### config.mk
export PLATFORM = sky130hd
export DESIGN_NAME = serial_sum_receiver
export DESIGN_NICKNAME = d
export VERILOG_FILES = /design/src/rtl/serial_sum_receiver.sv
export SDC_FILE = /design/constraint.sdc
export NUM_CORES = 1
export LEC_CHECK = 0
export ABC_AREA = 0
export CORE_MARGIN = 2
export CORE_UTILIZATION = 43
export CTS_CLUSTER_DIAMETER = 80
export DETAILED_ROUTE_END_ITERATION = 8
export GPL_ROUTABILITY_DRIVEN = 1
export PLACE_DENSITY = 0.77
export SLEW_MARGIN = 10
export SYNTH_ARGS = -nofsm -noshare
export SYNTH_HDL_FRONTEND = slang
export SYNTH_SLANG_ARGS = --single-unit
### constraint.sdc
create_clock -name clk -period 1.1 [get_ports clk]
set_input_delay 0.275 -clock clk [delete_from_list [all_inputs] [get_ports clk]]
set_output_delay 0.275 -clock clk [all_outputs]
set_load 0.01 [all_outputs]
### src/rtl/serial_sum_receiver.sv
// Bit-serial adder receiver: two LSB-first operand streams are summed into a
// WIDTH-bit result. Define SERIAL_SUB_EN to add the 'sub' port (A-B mode).
module serial_sum_receiver #(
  parameter int WIDTH = 4
) (
  input  logic             clk,
  input  logic             reset,
  input  logic             start,
  input  logic             bit_valid,
  input  logic             a_bit,
  input  logic             b_bit,
`ifdef SERIAL_SUB_EN
  input  logic             sub,
`endif
  output logic [WIDTH-1:0] sum,
  output logic             cout,
  output logic             done,
  output logic             busy
);

  localparam int            CW   = $clog2(WIDTH + 1);
  localparam logic [CW-1:0] LAST = CW'(WIDTH - 1);

  typedef enum logic {IDLE = 1'b0, SHIFT = 1'b1} state_t;

  state_t           state_reg, state_next;
  logic [CW-1:0]    cnt_reg, cnt_next;
  logic             carry_reg, carry_next;
  logic [WIDTH-1:0] shreg_reg, shreg_next;
  logic             full_reg, full_next;
  logic [WIDTH-1:0] sum_reg;
  logic             cout_reg;
  logic             done_reg;

  logic frame_start, accept, mode, c_in, b_eff, s_bit, c_out;

`ifdef SERIAL_SUB_EN
  logic sub_reg;
`endif

  // Bit 0 takes its mode and carry seed from the live inputs, later bits from state.
  always_comb begin
    frame_start = start & bit_valid;
    accept      = bit_valid & (start | (state_reg == SHIFT));
`ifdef SERIAL_SUB_EN
    mode        = frame_start ? sub : sub_reg;
`else
    mode        = 1'b0;
`endif
    c_in        = frame_start ? mode : carry_reg;
    b_eff       = b_bit ^ mode;
    s_bit       = a_bit ^ b_eff ^ c_in;
    c_out       = (a_bit & b_eff) | (a_bit & c_in) | (b_eff & c_in);
  end

  always_comb begin
    state_next = state_reg;
    cnt_next   = cnt_reg;
    carry_next = carry_reg;
    shreg_next = shreg_reg;
    full_next  = 1'b0;
    if (accept) begin
      carry_next = c_out;
      if (frame_start) begin
        // Also covers an abort: any partial frame is simply overwritten.
        shreg_next = {s_bit, {(WIDTH-1){1'b0}}};
        cnt_next   = CW'(1);
        state_next = SHIFT;
      end else begin
        shreg_next = {s_bit, shreg_reg[WIDTH-1:1]};
        if (cnt_reg == LAST) begin
          cnt_next   = '0;
          state_next = IDLE;
          full_next  = 1'b1;
        end else begin
          cnt_next = cnt_reg + CW'(1);
        end
      end
    end
  end

  always_ff @(posedge clk or negedge reset) begin
    if (!reset) begin
      state_reg <= IDLE;
      cnt_reg   <= '0;
      carry_reg <= 1'b0;
      shreg_reg <= '0;
      full_reg  <= 1'b0;
      sum_reg   <= '0;
      cout_reg  <= 1'b0;
      done_reg  <= 1'b0;
    end else begin
      state_reg <= state_next;
      cnt_reg   <= cnt_next;
      carry_reg <= carry_next;
      shreg_reg <= shreg_next;
      full_reg  <= full_next;
      done_reg  <= full_reg;
      // Publish one edge after completion; a new frame may already be loading.
      if (full_reg) begin
        sum_reg  <= shreg_reg;
        cout_reg <= carry_reg;
      end
    end
  end

`ifdef SERIAL_SUB_EN
  always_ff @(posedge clk or negedge reset) begin
    if (!reset) begin
      sub_reg <= 1'b0;
    end else if (frame_start) begin
      sub_reg <= sub;
    end
  end
`endif

  assign sum  = sum_reg;
  assign cout = cout_reg;
  assign done = done_reg;
  assign busy = (state_reg == SHIFT);

endmodule
==> reports/metrics.cfg <==
[clock_network]
cts_made_buffers=3
clock_tree.htree_level_count=1
clock_insertion_delay_worst_skew_ns=0.28
cts.path.max_buffers=2
tritoncts=yes
cts_sinks=16
clockRootBuffer=clkbuf_4
cts_hold_buffers=0
clkTransAtPathRegs_ns=0.08

[floorplan]
die_area_um2=1850
chipWidth_um=43.0
core.rowCount=14
initial_utilization=0.446
die_h_um=43.0
boundaryPins=13
design.core.area_um2=1470

[critical_path]
path_buf_inv=0
reg2reg_from=cnt_reg[0]
path_max_fanout=2
timing.reg2reg.worst_path_depth=4
cpPeakStageDelay_ns=0.39
crit_type=reg2reg
critPathCaptureType=flop
cp_slowest_cell=dfrtp_1
critical_path.cell_chain=ha_2, nor2b_4, or3_4, nand3_2
reg2reg_setup_slack_ns=-0.1
worst-endpoint-arrival_ns=1.42
cp-start-kind=flop
crit_family=simple AND/OR/NAND/NOR gates
reg2reg_to=cnt_reg[0]
worst_ep_required_time_ns=1.32

[sta]
post-route-min-period_ns=1.20
postLayoutSetupSlackWorst_ns=-0.0996
tightestPinTransition_ns=0.239
min_period_over_period=1.09
hold_viol=0
maxSlewViolCount=0
max-slew-margin-rel=0.840
fin_skew_ns=0.00108
final-setup-viol-count=3
max_freq_ghz=0.834
rsz_0062_raised_after_global_routing=yes

[detailed_routing]
num_vias=497
drt_wl_total_um=1320
postRouteAntennaNets=0
drcViolationCount=0
routed_wire_length_per_instance_um=13.7
detail_route.vias_per_cell=5.18
detailedRoute.firstIterationViolations=0
drt_pass1_iterations=1

[global_route]
antenna_found_initial=0
grt_pass1_wl_um=2280
largest_net_degree_at_the_start_of_global_routing=17
track_usage=0.172
grt.overflow.total=0
grt_pass1_vias=553

[yosys]
asyncSetResetFlopFracSynth=1.00
synthFlopType=dfrtp_1
synth.yosys.warnings=0
ys_seq_elements=16
synth_enable_flop_cells=0
ys_seq_area_frac=0.611
synth_fp_nets=63
synth_area_um2=656
synthCells=55
syn-mean-instance-area_um2=11.9
synth_cell_type_count=20

[placement]
gp_congestion=0.779
placed_cell_area_um2=863
i_o_buffers=12
placement_setup_slack_ns=-0.472
dp_hpwl_um=937

[cells_and_area]
fill_cells=120
final_common_cell=dfrtp_1
post-route-cell-area_um2=890
layout-area-overhead-vs-synth_pct=35.7
final_layout_size_suffix_gt1_frac=0.438
most-common-layout-cells=dfrtp_1 (16), buf_4 (11), buf_2 (7)
insertedDiodeCount=0
final_net_count=90

[power_and_ir_drop]
power-per-cell-area_nw_per_um2=2020
total_leakage_power_nw=0.457
post-layout-total-power_mw=1.79
vdd_drop_max_v=0.000914

[outcome]
run_status=finished, violations left
failed_checks=negative setup slack

[worst_hold_path]
worstHoldPathType=in2async

[flow_run]
maxCapViolations=0

==> metrics by stage <==
stage | TNS, ns | hold slack (ns) | cells | util
2_1_floorplan | -0.0883 | -0.0206 | 55 | -
3_3_place_gp | -3.18 | 0.488 | 91 | 0.587
3_5_place_dp | -3.43 | 0.496 | 91 | 0.587
4_1_cts | -0.227 | 0.301 | 96 | 0.592
5_1_grt | -0.418 | 0.318 | 96 | 0.605
6_report | -0.185 | 0.300 | 96 | 0.605
==> cells in the mapped netlist, types with 2 or more instances <==
library cell / number / area (um^2)
nand3_1: 2 / 10.0
nand2_1: 7 / 26.3
a22o_1: 3 / 26.3
dfrtp_1: 16 / 400
o21ai_0: 5 / 25.0
nor2_1: 2 / 7.51
inv_1: 3 / 11.3
mux2_2: 5 / 56.3
==> worst reg2reg max path, stage by stage (launching register included) <==
cell     delay [ns]
dfrtp_1        0.39
ha_2           0.19
nor2b_4        0.12
or3_4          0.36
nand3_2        0.07
==> power by group <==
part,switching [mW],internal (mW)
Sequential,0.0916,0.743
Combinational,0.303,0.361
Clock,0.168,0.127
==> how the worst max path moves through the flow <==
stage	startpoint	to	slack, ns	cells past startpoint
2_1_floorplan	start	shreg_reg[3]	-0.05	5
3_3_place_gp	bit_valid	shreg_reg[3]	-0.42	5
3_5_place_dp	bit_valid	shreg_reg[3]	-0.47	5
4_1_cts	cnt_reg[1]	cnt_reg[0]	-0.08	4
5_1_grt	cnt_reg[0]	cnt_reg[0]	-0.12	4
6_report	cnt_reg[0]	cnt_reg[0]	-0.1	4
==> cells by family after synthesis <==
kind of cell	Yosys count	synth area share
simple gates	16	0.113
flops	16	0.611
compound gates	12	0.116
mux	5	0.0859
buf+inv	4	0.0248
fa+ha+maj	2	0.0496
==> cell type report <==
class | count | area, um^2 | area share
flip-flops and latches | 16 | 400 | 0.450
multi-input cells | 35 | 273 | 0.307
inverters | 3 | 11.3 | 0.0127
well taps | 16 | 20.0 | 0.0225
clock buffers | 3 | 22.5 | 0.0253
repair buffers | 23 | 163 | 0.183
==> per-layer routing <==
metal / global-route usage / vias to the layer above / share of wire
li1: - / 243 / -
met1: 0.202 / 238 / 0.42
met2: 0.279 / 12 / 0.52
met3: 0.0426 / 4 / 0.036
met4: 0.109 / 0 / 0.022
met5: 0 / - / 0
==> timing repair <==
| action | 4_1_cts | 5_1_grt |
|---|---|---|
| pin swaps | 5 | 2 |
| gates resized for setup | 36 | 4 |
| buffers inserted | 2 | 0 |
| setup endpoints to repair | 13 | 11 |
(Power assumes the default switching activity.)
